==> src/rtl/fpu_pkg.sv <==
// Shared floating-point constants, rounding modes and the classified-operand
// record used by the FP32 to fixed-point conversion pipeline.
package fpu_pkg;

    localparam int FP32_EXP_W  = 8;
    localparam int FP32_MANT_W = 23;
    localparam int FP32_BIAS   = 127;

    typedef enum logic [1:0] {
        RM_RNE = 2'd0,
        RM_RTZ = 2'd1,
        RM_RUP = 2'd2,
        RM_RDN = 2'd3
    } round_mode_t;

    typedef struct packed {
        logic                        sign;
        logic signed [FP32_EXP_W:0]  exp_e;     // unbiased exponent, valid for normals only
        logic [FP32_MANT_W:0]        sig;       // significand with hidden one
        logic                        is_nan;
        logic                        is_inf;
        logic                        is_zero;
        logic                        is_denorm;
    } fp_class_t;

    function automatic fp_class_t fp32_classify(input logic [31:0] f);
        fp_class_t                c;
        logic [FP32_EXP_W-1:0]    e;
        logic [FP32_MANT_W-1:0]   m;
        e           = f[30:23];
        m           = f[22:0];
        c.sign      = f[31];
        c.exp_e     = $signed({1'b0, e}) - $signed((FP32_EXP_W+1)'(FP32_BIAS));
        c.sig       = {1'b1, m};
        c.is_nan    = (e == '1) && (m != '0);
        c.is_inf    = (e == '1) && (m == '0);
        c.is_zero   = (e == '0) && (m == '0);
        c.is_denorm = (e == '0) && (m != '0);
        return c;
    endfunction

endpackage

==> src/rtl/fixed_round_sat.sv <==
// Combinational round / negate / saturate for a W+1 bit unsigned magnitude with
// guard and sticky bits; reusable by any fixed-point narrowing stage.
module fixed_round_sat
    import fpu_pkg::*;
#(
    parameter int W = 32
) (
    input  logic [W:0]    mag,
    input  logic          g,
    input  logic          st,
    input  logic          sign,
    input  round_mode_t   mode,
    input  logic          pre_ovf,
    output logic [W-1:0]  result,
    output logic          overflow,
    output logic          inexact
);

    localparam logic [W:0] POS_LIM = {2'b00, {(W-1){1'b1}}};
    localparam logic [W:0] NEG_LIM = {2'b01, {(W-1){1'b0}}};

    logic       inc;
    logic [W:0] mag_r;
    logic       over_lim;

    always_comb begin
        // NOTE: every output gets a default first so no path leaves it unassigned (no latch).
        inc      = 1'b0;
        mag_r    = '0;
        over_lim = 1'b0;
        overflow = 1'b0;
        inexact  = 1'b0;
        result   = '0;

        case (mode)
            RM_RNE:  inc = g & (st | mag[0]);
            RM_RTZ:  inc = 1'b0;
            RM_RUP:  inc = ~sign & (g | st);
            RM_RDN:  inc = sign & (g | st);
            default: inc = 1'b0;
        endcase

        mag_r    = mag + {{W{1'b0}}, inc};
        // Negative side may reach one step further: -2^(W-1) is representable.
        over_lim = sign ? (mag_r > NEG_LIM) : (mag_r > POS_LIM);
        overflow = pre_ovf | over_lim;
        inexact  = ~overflow & (g | st);

        if (overflow)
            result = sign ? {1'b1, {(W-1){1'b0}}} : {1'b0, {(W-1){1'b1}}};
        else
            result = sign ? -mag_r[W-1:0] : mag_r[W-1:0];
    end

endmodule

==> src/rtl/fp32_to_fixed_pipe.sv <==
// Three-stage FP32 to INT_BITS.FRAC_BITS converter with runtime rounding,
// saturation, special-value handling and a valid/ready stream interface.
module fp32_to_fixed_pipe
    import fpu_pkg::*;
#(
    parameter int INT_BITS  = 16,
    parameter int FRAC_BITS = 16
) (
    input  logic                          clk,
    input  logic                          rst,
    input  logic                          in_valid,
    output logic                          in_ready,
    input  logic [31:0]                   fp_in,
    input  logic [1:0]                    round_mode,
    output logic                          out_valid,
    input  logic                          out_ready,
    output logic [INT_BITS+FRAC_BITS-1:0] fixed_out,
    output logic                          flag_invalid,
    output logic                          flag_overflow,
    output logic                          flag_inexact
);

    localparam int W  = INT_BITS + FRAC_BITS;
    localparam int MW = W + 1;

    // The whole pipe moves as one: it advances whenever the output slot is free.
    logic adv;
    assign adv      = !out_valid || out_ready;
    assign in_ready = adv;

    // ---------------- S1: unpack / classify ----------------
    logic        s1_valid;
    fp_class_t   s1_op;
    round_mode_t s1_mode;

    // NOTE: state uses non-blocking assignment so every register samples pre-edge values.
    always_ff @(posedge clk) begin
        if (rst)
            s1_valid <= 1'b0;
        else if (adv)
            s1_valid <= in_valid;
    end

    // NOTE: datapath registers carry no reset; the valid bits alone qualify them.
    always_ff @(posedge clk) begin
        if (adv && in_valid) begin
            s1_op   <= fp32_classify(fp_in);
            s1_mode <= round_mode_t'(round_mode);
        end
    end

    // ---------------- S2: align / shift ----------------
    int          exp_i;
    int          shift_amt;
    logic [49:0] ext;
    logic [MW-1:0] mag_c;
    logic        g_c;
    logic        st_c;
    logic        pre_ovf_c;
    logic        is_normal;

    always_comb begin
        exp_i     = int'($signed(s1_op.exp_e));
        shift_amt = exp_i + FRAC_BITS - FP32_MANT_W;
        ext       = '0;
        mag_c     = '0;
        g_c       = 1'b0;
        st_c      = 1'b0;
        is_normal = !(s1_op.is_nan || s1_op.is_inf || s1_op.is_zero || s1_op.is_denorm);
        pre_ovf_c = s1_op.is_inf;

        if (is_normal) begin
            // Exactly -2^(INT_BITS-1) is the one in-range value at this exponent.
            pre_ovf_c = (exp_i >= INT_BITS - 1) &&
                        !(s1_op.sign && exp_i == INT_BITS - 1 && s1_op.sig[22:0] == '0);
            if (pre_ovf_c) begin
                mag_c = '0;
            end else if (shift_amt >= 0) begin
                mag_c = MW'(s1_op.sig) << shift_amt;
            end else if (-shift_amt > 25) begin
                st_c = 1'b1;
            end else begin
                ext   = {s1_op.sig, 26'b0} >> (-shift_amt);
                mag_c = MW'(ext[49:26]);
                g_c   = ext[25];
                st_c  = |ext[24:0];
            end
        end
    end

    logic          s2_valid;
    logic          s2_sign;
    logic [MW-1:0] s2_mag;
    logic          s2_g;
    logic          s2_st;
    logic          s2_pre_ovf;
    logic          s2_nan;
    logic          s2_denorm;
    round_mode_t   s2_mode;

    always_ff @(posedge clk) begin
        if (rst)
            s2_valid <= 1'b0;
        else if (adv)
            s2_valid <= s1_valid;
    end

    always_ff @(posedge clk) begin
        if (adv && s1_valid) begin
            s2_sign    <= s1_op.sign;
            s2_mag     <= mag_c;
            s2_g       <= g_c;
            s2_st      <= st_c;
            s2_pre_ovf <= pre_ovf_c;
            s2_nan     <= s1_op.is_nan;
            s2_denorm  <= s1_op.is_denorm;
            s2_mode    <= s1_mode;
        end
    end

    // ---------------- S3: round / negate / saturate ----------------
    logic [W-1:0] rs_result;
    logic         rs_overflow;
    logic         rs_inexact;

    fixed_round_sat #(.W(W)) u_round_sat (
        .mag      (s2_mag),
        .g        (s2_g),
        .st       (s2_st),
        .sign     (s2_sign),
        .mode     (s2_mode),
        .pre_ovf  (s2_pre_ovf),
        .result   (rs_result),
        .overflow (rs_overflow),
        .inexact  (rs_inexact)
    );

    // NaN and denormals arrive with a zero magnitude, so only their flags need patching.
    always_ff @(posedge clk) begin
        if (rst) begin
            out_valid     <= 1'b0;
            fixed_out     <= '0;
            flag_invalid  <= 1'b0;
            flag_overflow <= 1'b0;
            flag_inexact  <= 1'b0;
        end else if (adv) begin
            out_valid <= s2_valid;
            if (s2_valid) begin
                fixed_out     <= rs_result;
                flag_invalid  <= s2_nan;
                flag_overflow <= rs_overflow;
                flag_inexact  <= rs_inexact | s2_denorm;
            end
        end
    end

endmodule
==> config.mk <==
export PLATFORM = sky130hd
export DESIGN_NAME = fp32_to_fixed_pipe
export DESIGN_NICKNAME = d
export VERILOG_FILES = /design/src/rtl/fpu_pkg.sv /design/src/rtl/fixed_round_sat.sv /design/src/rtl/fp32_to_fixed_pipe.sv
export SDC_FILE = /design/constraint.sdc
export NUM_CORES = 1
export LEC_CHECK = 0
export CAP_MARGIN = 20
export CORE_ASPECT_RATIO = 0.75
export CORE_MARGIN = 4
export CORE_UTILIZATION = 45
export CTS_BUF_LIST = sky130_fd_sc_hd__clkbuf_8
export CTS_CLUSTER_SIZE = 28
export DETAILED_ROUTE_END_ITERATION = 6
export HOLD_SLACK_MARGIN = 0.08
export SYNTH_ARGS = -nofsm -noshare
export SYNTH_HDL_FRONTEND = slang
export SYNTH_SLANG_ARGS = --single-unit
==> constraint.sdc <==
create_clock -name clk -period 6.4 [get_ports clk]
set_input_delay 0.96 -clock clk [delete_from_list [all_inputs] [get_ports clk]]
set_output_delay 0.96 -clock clk [all_outputs]
set_load 0.01 [all_outputs]
# ---- Word-level counts from Yosys, hierarchy flattened
# Cells that the tools add are included.
dict set report totals {
  regBits 118
  in_bits 38
  out_inout_bits 37
  wordCells 85
}
dict set report op_classes {
  addsub 6
  magnitude_cmp 5
  n_eq_ne 5
  shifts 2
  n_mux 9
  n_bitwise 10
  n_reduce_logical 25
}
# cell n
set op_table {}
lappend op_table {{$mux W32} 3}
lappend op_table {{$shr A50 B32 Y50} 1}
lappend op_table {{$logic_not A23 Y1} 2}
lappend op_table {{$add A33 B1 Y33} 1}
lappend op_table {{$gt A33 B31 Y1 const B} 1}
lappend op_table {{$gt A33 B32 Y1 const B} 1}
lappend op_table {{$mux W33} 1}
lappend op_table {{$shl A24 B32 Y33} 1}
lappend op_table {{$gt A32 B6 Y1 const B} 1}
lappend op_table {{$neg A11 Y32} 1}
lappend op_table {{$neg A32 Y32} 1}
lappend op_table {{$reduce_or A25 Y1} 1}
lappend op_table {{$mux W24} 1}
lappend op_table {{$reduce_bool A23 Y1} 1}
lappend op_table {{$ge A11 B1 Y1 const B} 1}
lappend op_table {{$sub A10 B6 Y11 const B} 1}
lappend op_table {{$add A9 B6 Y10 const B} 1}
lappend op_table {{$eq A9 B5 Y1 const B} 1}
lappend op_table {{$ge A9 B5 Y1 const B} 1}
lappend op_table {{$logic_and A1 B1 Y1} 9}
lappend op_table {{$sub A8 B7 Y9 const B} 1}
lappend op_table {{$eq A8 B8 Y1 const B} 1}
lappend op_table {{$logic_not A8 Y1} 1}
lappend op_table {{$and A1 B1 Y1} 4}
lappend op_table {{other kinds (13)} 24}

# ---- Logic depth before layout (Yosys ltp)
# Gate-level depths: netlist of the first run.
dict set report logic_depth {
  word_depth 10
  mapped_depth 19
  depth_no_buf 16
}

# ---- Modules after synthesis
# Synthesis of the first run repeated with hierarchy kept, for this count alone.
dict set report hier_totals {
  cells_unflattened 1251
  hier_area_um2 10054.6
}
# module instances cells_each area_per_inst_um2 seq_area_each_um2
set modules_own_cells {}
lappend modules_own_cells {fp32_to_fixed_pipe 1 865 7628.6 3163.0}
lappend modules_own_cells {fixed_round_sat 1 386 2426.1 0.0}

# ---- Worst setup path after synthesis of the first run
# No wires, ideal clock.
dict set report synth_timing {
  kind {reg2reg}
  startpoint {reg s1_op, in the netlist exp_i[0]}
  endpoint {reg s2_mag[17] (data pin)}
  setup_time_ns 0.157
  t_arrival_ns 4.616
  required_time_ns 6.243
  slack_ns 1.627
  path_stages_with_launch 20
  n_path_buf 4
  period_less_slack_ns 4.773
  cell_sequence {edfxtp_1 -> clkbuf_1 -> clkinv_1 -> clkbuf_1 -> ha_1 -> clkbuf_1 -> nand2_1 -> nor2_1 -> o2111ai_1 -> or2_2 -> ha_1 -> nor4b_1 -> nand2_1 -> nor2_1 -> or4b_1 -> a2bb2oi_1 -> o221ai_1 -> or3_1 -> clkbuf_1 -> o22ai_1}
}
dict set report synth_via {
  elab_chain_cells 6
  word_cells_on_any_way 16
  cone_classes {add/sub: 3; order compare: 3; eq/ne: 1; shift: 2; mux: 2; reduce/logical: 5}
}
# element line
set synth_rtl {}
lappend synth_rtl {{start, declared} fp32_to_fixed_pipe.sv:33} ;# fp_class_t s1_op;
lappend synth_rtl {{start signal, assigned} fp32_to_fixed_pipe.sv:47} ;# s1_op <= fp32_classify(fp_in);
lappend synth_rtl {{$add A9 B6 Y10 / $eq A9 B5 Y1 (equally long branches)} {fp32_to_fixed_pipe.sv:64, fp32_to_fixed_pipe.sv:75}}
lappend synth_rtl {{$sub A10 B6 Y11 / $logic_and A1 B1 Y1 (equally long branches)} {fp32_to_fixed_pipe.sv:64, fp32_to_fixed_pipe.sv:75}}
lappend synth_rtl {{$neg A11 Y32 / $logic_and A1 B1 Y1 (equally long branches)} {fp32_to_fixed_pipe.sv:80, fp32_to_fixed_pipe.sv:83, fp32_to_fixed_pipe.sv:75}}
lappend synth_rtl {{$gt A32 B6 Y1, or another cell as far along} fp32_to_fixed_pipe.sv:80} ;# end else if (-shift_amt > 25) begin
lappend synth_rtl {{$mux W24 / $logic_and A1 B1 Y1 (equally long branches)} {fp32_to_fixed_pipe.sv:80, fp32_to_fixed_pipe.sv:74}}
lappend synth_rtl {{$mux W33 / $reduce_or A2 Y1 (equally long branches)} --}
lappend synth_rtl {{end signal, assigned} fp32_to_fixed_pipe.sv:111} ;# s2_mag <= mag_c;
lappend synth_rtl {{end, declared} fp32_to_fixed_pipe.sv:93} ;# logic [MW-1:0] s2_mag;
# Several ways; a longest one is shown, not always the timed one.
# A chain may end at the register's enable or synchronous reset.

# ---- Worst setup path in the final report of the first run
dict set report layout_timing {
  startpoint {reg s2_mag[0]}
  endpoint {reg fixed_out[9]}
}
dict set report layout_via {
  elab_chain_cells 8
  word_cells_on_any_way 11
  cone_classes {add/sub: 2; order compare: 2; mux: 4; bitwise: 3}
}
# element line
set layout_rtl {}
lappend layout_rtl {{$or A1 B1 Y1} fixed_round_sat.sv:36} ;# RM_RNE: inc = g & (st | mag[0]);
lappend layout_rtl {{$and A1 B1 Y1} fixed_round_sat.sv:36}
lappend layout_rtl {{$pmux W1 S4} fixed_round_sat.sv:35} ;# case (mode)
lappend layout_rtl {{$add A33 B1 Y33 *} fixed_round_sat.sv:43} ;# mag_r = mag + {{W{1'b0}}, inc};
lappend layout_rtl {{$gt A33 B31 Y1 / $gt A33 B32 Y1 (equally long branches)} fixed_round_sat.sv:45} ;# over_lim = sign ? (mag_r > NEG_LIM) : (mag_r > POS_LIM);
lappend layout_rtl {{$mux W1} fixed_round_sat.sv:45}
lappend layout_rtl {{$or A1 B1 Y1} fixed_round_sat.sv:46} ;# overflow = pre_ovf | over_lim;
lappend layout_rtl {{$mux W32 *} fixed_round_sat.sv:49} ;# if (overflow)
lappend layout_rtl {{end signal, assigned} fp32_to_fixed_pipe.sv:149} ;# fixed_out <= rs_result;
lappend layout_rtl {{end, declared} fp32_to_fixed_pipe.sv:17} ;# output logic [INT_BITS+FRAC_BITS-1:0] fixed_out,
# Mark *: on every way between the ends. The rest lies on a longest branch, timed or not.

==> results.md, run 1 <==
- Worst-path clk slew: 0.09 ns
- WP data required: between 6 and 7 ns
- Mapped cell area: a little over 0.01 mm²
- Global route overflow: 0
- Asr flop ratio synth: 0%
- Main synth FF type: edfxtp_1
- Die height: 138 µm
- CP Class: flip-flop to flip-flop
- Inserted Diodes: 0
- Crit-path max FO: 17
- Routability cong.: 0.969
- Hold WS: 0.427 ns
- Synth Net Count: approximately 1,300
- Die area: around 0.025 mm²
- Post-Synth XOR/XNOR Area: approximately 6.7%
- Hold buffers post-CTS: 0
- Crit end category: flip-flop
- Pwr Total: 2410 µW
- Area of the core: 0.0222 mm²
- Max-slew headroom: 25.5%
- Post-Synth Adder-Cell Area: around 1.8%
- Die Wd: around 180 µm
- Num CTS Buffers: 17
- Clk buf depth: 2
- Worst Setup Start Kind: flip-flop
- Drt drc: 0
- Clock latency on the worst-skew pair: about 0.46 ns
- DR vias: about 10,000
- Vias in the first global route: roughly 9,200
- CTS tree: done
- DRT iter0 DRCs: around 1,300
- Endpoints failing hold: 0
- Postcts setup bufs: 0
- Core Rows: 47
- Worst-Margin Slew: 1.11 ns
- Internal power: around 1600 µW
- Vias per inst: ~6.5
- Clk pwr share: 33.2%
- Antenna Nets Post-Route: 0
- Power per cell area: 208 mW/mm²
- Root buffer cell: clkbuf_8
- # IOs: 75
- Sequential share of power: between 30 and 40%
- Yosys Warn Count: 0
- Fin Clk Skew: 0.0164 ns
- Main combinational cell family by area after synthesis: simple AND/OR/NAND/NOR gates
- Synth Area in Simple Gates: about a quarter
- Syn avg cell area: 8.46 µm²
- Layout net count: ~1,300
- Share of cells above drive strength 1: 8.82%
- Seq/Total Area, Yosys: 31.0%
- Netlist cell types: 86
- Final Cycle Share: a little under nine tenths
- Starting Density: between 40% and 50%
- TNS Setup: 0 ns
- Max-slew violation count: 0
- RSZ-0062 raised after global routing: no
- Port bufs: 74
- Synth top area cells: edfxtp_1 24%, dfxtp_1 7.5%, mux2i_1 5.0%
- H-tree depth: 4
- Cells after Synth: ~1,200
- Part of the power in combinational logic: between 20% and 30%
- Data arrival, critical path: roughly 5.9 ns
- Mux contribution to synthesized area: 9.32%
- Complex-gate fraction of the synthesized area: a little over a fifth
- Peak VDD IR: 0.127 mV
- Net Switching: 852 µW
- Largest net degree at the start of global routing: just under 80
- Number of max-cap violations: 0
- Final WL: between 30,000 and 40,000 µm
- Sw Ratio: a little over a third
- P_leak: just under 0.004 µW
- Area leader, netlist: edfxtp_1
- Post-CTS Resized: 0
- Tmin final: 5.44 ns
- Clock sink count: about 120
- Layout Area Growth over Synthesis: 13.7%
- Initial antenna violation count: 0
- Number of synthesized flops with an enable pin: 80
- HP Class: flip-flop to flip-flop
- Synth top area share: between 20% and 30%
- Tot GR Track Use: about a quarter
- Max Clk Rate: roughly 0.18 GHz
- Synthesized flop and latch total: 118
- Status: finished clean
- Drt pass-1 iters: 6
- First-pass GRT wire length: 53,200 µm
- Final setup vio count: 0
- Final HPWL from detailed placement: roughly 26,000 µm
- Wirelength per Cell: 21.7 µm
==> flip-flops by register name, summed over array words and instances (netlist names) <==
name	count
s2_pre_ovf	1
s2_g	1
s2_sign	1
exp_i	9
s2_mode	2
s2_denorm	1
flag_inexact	1
flag_overflow	1
s1_valid	1
out_valid	1
s2_mag	33
s2_nan	1
fixed_out	32
s2_valid	1
flag_invalid	1
s2_st	1
s1_op	28
s1_mode	2
==> worst max-delay path, stage by stage, from the launching register on <==
cell,delay [ns]
edfxtp_1,0.50
o21ai_0,0.14
a221oi_1,0.27
ha_1,0.43
ha_1,0.50
nand3_1,0.37
or3_1,0.44
a31oi_1,0.29
o2111ai_1,0.37
or4_1,0.61
nor4b_1,0.49
o211ai_2,0.25
a21oi_4,0.52
a32o_1,0.23
==> cells in the final DEF (no fill, tap or decap), drive strengths merged, types with 15 or more instances in the layout <==
master / synthesis / routed
nand2: 118 / 118
nor2: 105 / 105
edfxtp: 80 / 80
clkdlybuf4s50: 0 / 74
a21oi: 70 / 70
mux2i: 51 / 51
nand3: 49 / 49
xnor2: 43 / 43
nor3: 41 / 41
dfxtp: 38 / 38
o21ai: 37 / 37
nand4: 36 / 36
xor2: 32 / 32
nor4: 25 / 25
buf: 28 / 23
and3: 22 / 22
inv: 18 / 22
a31oi: 21 / 21
a22oi: 20 / 20
and2: 20 / 20
a22o: 18 / 18
clkbuf: 59 / 18
mux2: 15 / 15
a211oi: 15 / 15
ha: 15 / 15
==> stage by stage <==
stage                     util [%]  instance area, µm²  setup WS, ns  std cells
final                         52.3               11600         0.958       1541
after global routing          52.3               11600         0.552       1541
after CTS                     52.3               11600          1.04       1541
after detailed placement      50.3               11100          1.08       1509
after global placement        50.3               11100          1.10       1509
after floorplan                  -               10200          1.63       1205
==> worst paths after layout <==
path,startpoint,end,slack [ns],cells after the start
worst min-delay path,s1_mode[0]$_DFFE_PP_,s2_mode[0]$_DFFE_PP_,0.43,0
worst max register to register,s2_mag[0]$_SDFFCE_PP0P_,fixed_out[9]$_SDFFE_PP0P_,0.96,13
worst min register to register,s1_mode[0]$_DFFE_PP_,s2_mode[0]$_DFFE_PP_,0.43,0
worst max-delay path,s2_mag[0]$_SDFFCE_PP0P_,fixed_out[9]$_SDFFE_PP0P_,0.96,13
==> logic make-up after synthesis <==
kind of cell / Yosys count
simple gates: 502
fa+ha+maj: 15
xor+xnor: 76
flops: 118
other cells: 1
compound gates: 309
buf+inv: 106
mux: 78
==> area by class of cell <==
cell class              count  area (µm²)
clock buffers              18         248
clock inverters            14         200
fillers                  2102       10600
inverters                  19        71.3
multi-input cells         981        6630
flip-flops and latches    118        3160
well taps                 294         368
repair buffers             97         913
==> metal layers <==
layer | up-vias | routed length, µm | GRT usage, %
met4 | 0 | 376 | 5.37
met3 | 41 | 3540 | 7.01
met5 | - | 0 | 0
met2 | 477 | 13200 | 34.8
li1 | 4695 | - | -
met1 | 4803 | 16400 | 42.3
==> synth_stat cells, types with 11 or more instances <==
cell type	number
edfxtp_1	80
o21ai_0	34
nor3_1	41
mux2i_1	51
a22oi_1	20
a211oi_1	14
nand2_1	118
mux2_2	15
mux4_2	12
inv_1	18
nand4_1	34
or4_1	11
and2_1	18
clkbuf_1	59
nand3_1	48
dfxtp_1	38
a22o_1	18
o22ai_1	14
xnor2_1	43
nor4_1	22
and3_1	22
xor2_1	32
a31oi_1	21
ha_1	15
a21oi_1	69
buf_1	14
buf_2	12
nand2b_1	14
nor2_1	105
==> power groups by stage <==
stage / clock network [µW] / logic, µW / registers, µW
after floorplan: 0 / 481 / 902
after global placement: 0 / 678 / 928
after detailed placement: 0 / 674 / 929
after CTS: 819 / 678 / 912
after global routing: 852 / 753 / 920
final: 802 / 695 / 915
Note: power is estimated with default switching activity, not from simulation.
==> run 2: changes to the inputs <==
--- a/config.mk
+++ b/config.mk
@@ -5,6 +5,7 @@
 export SDC_FILE = /design/constraint.sdc
 export NUM_CORES = 1
 export LEC_CHECK = 0
+export ABC_AREA = 1
 export CAP_MARGIN = 20
 export CORE_ASPECT_RATIO = 0.75
 export CORE_MARGIN = 4
@@ -13,6 +14,7 @@
 export CTS_CLUSTER_SIZE = 28
 export DETAILED_ROUTE_END_ITERATION = 6
 export HOLD_SLACK_MARGIN = 0.08
+export RECOVER_POWER = 50
 export SYNTH_ARGS = -nofsm -noshare
 export SYNTH_HDL_FRONTEND = slang
 export SYNTH_SLANG_ARGS = --single-unit
==> run 2 against run 1 <==
The flow now finishes with violations (capacitance limit, slew limit). Combinational power is 11% lower. Global-route usage is 1.2 points lower. Cell area is 2.9% lower. Die area is 2.5% lower. Worst hold slack better by 0.013 ns. Area after synthesis is 2.6% lower. Setup slack better by 0.022 ns. Non-clock buffer count is 4 lower. Maximum frequency is 0.41% higher.
==> results.md, run 2 <==
- Layout net count: 1,592 (+24%)
- TNS Setup: 0 ns (unchanged)
- Area occupied by multi-input gates: 0.00599 mm² (-9.6%)
- HP Class: flip-flop to flip-flop
- Fin Clk Skew: 0.00978 ns (-0.00660 ns)
- Final HPWL from detailed placement: 24,600 µm (-4.0%)
- Status: finished with violations
- Synthesized flop and latch total: 118 (unchanged)
- Number of max-cap violations: 2 (+2)
- Fin util: 52.6% (+0.27 points)
- Dominant cell by count in the synthesized netlist: nand2_1
- First-pass GRT wire length: 49,500 µm (-7.1%)
- CP max stage delay: 0.52 ns (-0.09 ns)
- Largest net degree at the start of global routing: 43 (-44%)
- Drt pass-1 iters: 6 (unchanged)
- Core Rows: 46 (-2.1%)
- P_leak: 0.00466 µW (+19%)
- Die area: 0.0245 mm² (-2.5%)
- Tot GR Track Use: 25.1% (-1.2 points)
- Vias in the first global route: 9,178 (+0.15%)
- Area leader, netlist: edfxtp_1
- FF-to-FF End: s2_st$_SDFFCE_PP0P_
- Clk buf depth: 2 (unchanged)
- Placed cell area: 0.0109 mm² (-2.6%)
- Endpoints failing hold: 0 (unchanged)
- Initial antenna violation count: 1 (+1)
- Number of synthesized flops with an enable pin: 80 (unchanged)
- Final instance area: 0.0113 mm² (-2.9%)
- Die Wd: 180 µm (-1.2%)
- Hold Path End: s2_mode[1]$_DFFE_PP_
- Netlist cell types: 59 (-31%)
- Failing checks: capacitance limit, slew limit
- # IOs: 75 (unchanged)
- Final WL: 31,300 µm (-6.6%)
- Worst min-delay path startpoint: s1_mode[1]$_DFFE_PP_
- Internal power: 1410 µW (-9.7%)
- Num CTS Buffers: 17 (unchanged)
- Crit-path max FO: 42 (+25)
- Max-slew headroom: -54.2% (-80 points)
- Max Clk Rate: 0.185 GHz (+0.41%)
- Final setup vio count: 0 (unchanged)
- Commonest cells after routing, fill and taps aside: 481 x nand2_1, 121 x nor2_1, 109 x inv_1, 108 x o21ai_0, 98 x nand3_1
- Pre-CTS WS: 1.21 ns (+0.124 ns)
- Hold path cells: 0 (unchanged)
- CP Class: flip-flop to flip-flop
- Synth top area cells: edfxtp_1 24%, nand2_1 18%, dfxtp_1 7.7%
- Cells after Synth: 1,492 (+24%)
- Clock latency on the worst-skew pair: 0.45 ns (about the same)
- Largest Register: s2_mag
- Port bufs: 74 (unchanged)
- Reg2reg start: exp_i[0]$_DFFE_PP_
- Crit end category: flip-flop
- Fill cells: 2,180 (+3.7%)
- Most frequent CP cell: nand2_1
- Slowest CP cell: nor3_1
- Antenna Nets Post-Route: 0 (unchanged)
- Tmin final: 5.42 ns (-0.0223 ns)
- Sequential share of power: 40.3% (+2.4 points)
- Reg2Reg Setup Slack: 0.98 ns (+0.02 ns)
- Die height: 137 µm (-1.2%)
- Syn avg cell area: 6.66 µm² (-21%)
- Post-CTS Resized: 0 (unchanged)
- Drt drc: 0 (unchanged)
- RSZ-0062 raised after global routing: no
- Share of cells above drive strength 1: 7.93% (-0.90 points)
- Final Cycle Share: 84.7% (-0.35 points)
- Worst-Margin Slew: 2.31 ns (+1.20 ns)
- Global route overflow: 0 (unchanged)
- Clock sink count: 118 (unchanged)
- Main synth FF type: edfxtp_1
- Synth top area share: 24.2% (+0.63 points)
- DRT iter0 DRCs: 1,034 (-21%)
- Starting Density: 46.4% (+0.40 points)
- Clk pwr share: 31.8% (-1.4 points)
- Synth Net Count: 1,545 (+23%)
- Biggest regs: s2_mag x33, fixed_out x32, s1_op x28
- Yosys Warn Count: 0 (unchanged)
- Sequential Area: 0.00316 mm² (unchanged)
- Final Worst Setup Slack: 0.980 ns (+0.0223 ns)
- Peak VDD IR: 0.115 mV (-9.2%)
- Worst Setup Start Kind: flip-flop
- Hold buffers post-CTS: 0 (unchanged)
- Mapped cell area: 0.00993 mm² (-2.6%)
- Hold WS: 0.440 ns (+0.0127 ns)
- Net Switching: 806 µW (-5.4%)
- Seq/Total Area, Yosys: 31.9% (+0.82 points)
- Wirelength per Cell: 17.0 µm (-22%)
- Worst-path clk slew: 0.08 ns (about the same)
- Area of the core: 0.0214 mm² (-3.4%)
- Root buffer cell: clkbuf_8
- R2R cell count: 28 (+15)
- H-tree depth: 4 (unchanged)
- Power per cell area: 197 mW/mm² (-5.4%)
- WP data required: 6.70 ns (-0.11 ns)
- Layout Area Growth over Synthesis: 13.3%
- Sw Ratio: 36.4% (+1.1 points)
- Post-synth top cells: 481 x nand2_1, 122 x nor2_1, 109 x inv_1
- Most common library cell in the layout ignoring fill and taps: nand2_1
- Asr flop ratio synth: 0% (unchanged)
- DR vias: 10,300 (+2.5%)
- Postcts setup bufs: 0 (unchanged)
- Data arrival, critical path: 5.72 ns (-0.13 ns)
- Max-slew violation count: 82 (+82)
- Number of flip-flops in the largest register: 33 (unchanged)
- Routability cong.: 1.04 (+7.5%)
- Vias per inst: 5.58 (-14%)
- Part of the power in combinational logic: 27.9% (-0.9 points)
- CTS tree: done
- Inserted Diodes: 0 (unchanged)
==> run 2: cell types whose count changed after synthesis, moves of 17 or more <==
cell      delta
nand2_1    +363
inv_1       +91
o21ai_0     +74
nand3_1     +50
mux2i_1     -47
xnor2_1     -34
clkbuf_1    -21
nor3_1      -21
a22o_1      -18
a22oi_1     -17
and2_1      -17
and3_1      -17
nor2_1      +17
xor2_1      +17
==> run 2: critical path: cells and delay by family, from the launching register on <==
| family | cells | cell delay (ns) |
|---|---|---|
| simple gates | 19 | 2.78 |
| buf+inv | 5 | 1.17 |
| fa+ha+maj | 2 | 0.64 |
| flops | 1 | 0.44 |
| compound gates | 2 | 0.21 |
==> run 2: power by group through the flow <==
| stage | Combinational, µW | Sequential (µW) | Clock [µW] |
|---|---|---|---|
| floorplan | 419 | 902 | 0 |
| global placement | 612 | 908 | 0 |
| detailed placement | 605 | 907 | 0 |
| CTS | 609 | 891 | 719 |
| global route | 689 | 898 | 757 |
| finish | 617 | 893 | 703 |
==> run 2: layer usage <==
metal	wire length, µm	part of all wire (%)	GRT usage [%]
met3	3440	11	7.33
met2	12000	38	33.9
met5	0	0	0
met4	243	0.78	4.53
met1	15500	50	39.3
==> run 2: logic make-up (layout without fill, tap and decap cells) <==
logic type | Yosys count | in the layout | synth area share [%]
compound gates | 246 | 246 | 13.6
xor+xnor | 59 | 59 | 5.28
fa+ha+maj | 15 | 15 | 1.89
buf+inv | 187 | 247 | 7.90
flops | 118 | 118 | 31.9
mux | 4 | 4 | 0.403
other cells | 1 | 1 | 0.0378
simple gates | 862 | 862 | 39.0
==> run 2: final cells by class <==
class,instances,area share (%)
clock buffer,17,2.08
sequential,118,28.1
clock inverter,15,1.49
tap,288,3.20
inverter,122,4.11
timing repair buffer,93,7.76
multi-input combinational,1187,53.3
==> run 2: worst max path at each step <==
stage          slack [ns]               start             endpoint
2_1_floorplan        2.11  exp_i[1]$_DFFE_PP_  s2_st$_SDFFCE_PP0P_
3_3_place_gp         1.19  exp_i[1]$_DFFE_PP_  s2_st$_SDFFCE_PP0P_
3_5_place_dp         1.21  exp_i[0]$_DFFE_PP_  s2_st$_SDFFCE_PP0P_
4_1_cts              1.18  exp_i[0]$_DFFE_PP_  s2_st$_SDFFCE_PP0P_
5_1_grt              0.59  exp_i[0]$_DFFE_PP_  s2_st$_SDFFCE_PP0P_
6_report             0.98  exp_i[0]$_DFFE_PP_  s2_st$_SDFFCE_PP0P_
==> run 2: metrics by stage <==
stage	power [µW]	std cells
after global placement	1520	1807
after global routing	2340	1840
final	2210	1840
after detailed placement	1510	1808
after CTS	2220	1840
after floorplan	1320	1492
==> run 3: changes to the inputs <==
--- a/config.mk
+++ b/config.mk
@@ -14,6 +14,7 @@
 export CTS_CLUSTER_SIZE = 28
 export DETAILED_ROUTE_END_ITERATION = 6
 export HOLD_SLACK_MARGIN = 0.08
+export PLACE_DENSITY = 0.66
 export RECOVER_POWER = 50
 export SYNTH_ARGS = -nofsm -noshare
 export SYNTH_HDL_FRONTEND = slang
==> constraint.sdc (replaced) <==
create_clock -name clk -period 4.5 [get_ports clk]
set_input_delay 0.675 -clock clk [delete_from_list [all_inputs] [get_ports clk]]
set_output_delay 0.675 -clock clk [all_outputs]
set_load 0.01 [all_outputs]
==> run 3 against run 2 <==
Maximum frequency increased by 25%. Clock skew increased by 0.0029 ns. Routed wire length increased by 4.6%. The flow still finishes with violations (capacitance limit, slew limit).
==> results.md, run 3 (synthesis gave the netlist of run 2 again) <==
- Initial antenna violation count: 0 (-1)
- Share of cells above drive strength 1: 9.84% (+1.9 points)
- Starting Density: 46.4% (unchanged)
- Power per cell area: 280 mW/mm² (+42%)
- Num CTS Buffers: 17 (unchanged)
- Fill cells: 2,187 (+0.32%)
- Vias per inst: 5.61 (+0.50%)
- Biggest regs: s2_mag x33, fixed_out x32, s1_op x28
- Largest net degree at the start of global routing: 42 (-2.3%)
- Peak VDD IR: 0.195 mV (+70%)
- Worst-Margin Slew: 2.28 ns (-0.0299 ns)
- Max Clk Rate: 0.231 GHz (+25%)
- Final Cycle Share: 96.0% (+11 points)
- Routability cong.: 1.00 (-3.8%)
- Largest Register: s2_mag
- Clk buf depth: 2 (unchanged)
- Tmin final: 4.32 ns (-1.10 ns)
- Inserted Diodes: 0 (unchanged)
- Fin Clk Skew: 0.0127 ns (+0.00289 ns)
- Clock sink count: 118 (unchanged)
- Vias in the first global route: 9,283 (+1.1%)
- Worst-path clk slew: 0.09 ns (about the same)
- Failing checks: capacitance limit, slew limit
- TNS Setup: 0 ns (unchanged)
- Layout net count: 1,615 (+1.4%)
- Pwr Total: 3220 µW (+46%)
- Commonest cells after routing, fill and taps aside: 480 x nand2_1, 120 x nor2_1, 108 x inv_1, 108 x o21ai_0, 97 x nand3_1
- Number of max-cap violations: 2 (unchanged)
- Max-slew headroom: -52.2% (+2.0 points)
- Worst Setup Start Kind: flip-flop
- Pre-CTS WS: 0.0204 ns (-1.19 ns)
- Placed cell area: 0.0110 mm² (+1.5%)
- Die area: 0.0245 mm² (unchanged)
- P_leak: 0.00479 µW (+2.8%)
- Die height: 137 µm (unchanged)
- Tot GR Track Use: 26.1% (+1.0 points)
- RSZ-0062 raised after global routing: no
- Crit-path max FO: 5 (-88%)
- HP Class: flip-flop to flip-flop
- DRT iter0 DRCs: 1,180 (+14%)
- Final WL: 32,700 µm (+4.6%)
- Port bufs: 74 (unchanged)
- CP Class: flip-flop to flip-flop
- WP data required: 4.80 ns (-1.90 ns)
- Final Worst Setup Slack: 0.178 ns (-0.802 ns)
- Crit end category: flip-flop
- DR vias: 10,400 (+1.8%)
- First-pass GRT wire length: 50,900 µm (+2.8%)
- Endpoints failing hold: 0 (unchanged)
- Drt pass-1 iters: 6 (unchanged)
- Final HPWL from detailed placement: 25,800 µm (+5.0%)
- Final setup vio count: 0 (unchanged)
- Final instance area: 0.0115 mm² (+2.3%)
- Max-slew violation count: 82 (unchanged)
- Antenna Nets Post-Route: 0 (unchanged)
- Core Rows: 46 (unchanged)
- Root buffer cell: clkbuf_8
- Global route overflow: 0 (unchanged)
- CTS tree: done
- Wirelength per Cell: 17.5 µm (+3.3%)
- Number of flip-flops in the largest register: 33 (unchanged)
- Die Wd: 180 µm (unchanged)
- Status: finished with violations
- Most common library cell in the layout ignoring fill and taps: nand2_1
- H-tree depth: 4 (unchanged)
- Layout Area Growth over Synthesis: 16.0%
- # IOs: 75 (unchanged)
- Area of the core: 0.0214 mm² (unchanged)
- Clock latency on the worst-skew pair: 0.46 ns (about the same)
- Data arrival, critical path: 4.62 ns (-1.10 ns)
- Drt drc: 0 (unchanged)
[run 3: routing by layer]
layer  global-route usage, %  vias up  routed length [µm]
li1                        -     5169                   -
met1                    40.0     4836               16000
met2                    35.1      416               12600
met3                    8.50       24                3700
met4                    5.50        2                 335
met5                    2.40        -                  81
[run 3: layout make-up]
type / count / area [µm²] / share of cell area [%]
Sequential cell: 118 / 3160 / 27.5
Inverter: 122 / 463 / 4.02
Multi-Input combinational cell: 1188 / 6030 / 52.4
Clock buffer: 17 / 234 / 2.03
Tap cell: 288 / 360 / 3.13
Timing Repair Buffer: 115 / 1100 / 9.54
Clock inverter: 15 / 169 / 1.47
[run 3: repair_timing]
item	CTS	global route
hold buffers	0	0
setup endpoints to repair	1	17
setup buffers	1	3
cloned	0	1
hold endpoints to repair	0	0
resized for setup	0	9
pin swaps	0	3
[run 3: worst paths after layout]
kind	startpoint	endpoint	slack [ns]	depth (start not counted)
setup / recovery	exp_i[1]$_DFFE_PP_	s2_st$_SDFFCE_PP0P_	0.18	27
hold reg to reg	s1_mode[1]$_DFFE_PP_	s2_mode[1]$_DFFE_PP_	0.46	0
setup reg to reg	exp_i[1]$_DFFE_PP_	s2_st$_SDFFCE_PP0P_	0.18	27
hold / removal	s1_mode[1]$_DFFE_PP_	s2_mode[1]$_DFFE_PP_	0.46	0
[run 3: stage by stage]
| step | cells | hold slack [ns] | util [%] |
|---|---|---|---|
| after detailed placement | 1825 | 0.440 | 51.5 |
| after CTS | 1858 | 0.461 | 53.4 |
| after global placement | 1825 | 0.435 | 51.5 |
| after floorplan | 1492 | 0.400 | - |
| after global routing | 1863 | 0.467 | 53.8 |
| final | 1863 | 0.460 | 53.8 |
[run 3: critical path, stage by stage (launching register included)]
cell and delay, ns:
edfxtp_1 0.44, buf_4 0.18, ha_1 0.36, nand2_2 0.14, nor2_4 0.16, nand2_4 0.08, nor2_8 0.12, nand3_2 0.13
ha_1 0.29, nand2_1 0.06, nor3_2 0.23, and3_1 0.20, nand3_2 0.14, nor2_4 0.23, nand2_1 0.13, inv_2 0.09
nand3_1 0.07, nand2_1 0.11, nand2_1 0.07, nand3_1 0.16, nand2_1 0.10, a21oi_2 0.16, nor2_1 0.06, nand2_1 0.09
nand2_1 0.06, nand3_1 0.08, nand2_1 0.06, a21oi_2 0.16
[run 3: power by group]
group / leakage, µW / total [µW] / switching [µW] / internal [µW]
registers: 0.00107 / 1270 / 44.6 / 1220
logic: 0.00352 / 923 / 629 / 294
clock network: 0.000202 / 1040 / 531 / 505
total: 0.00479 / 3220 / 1200 / 2020
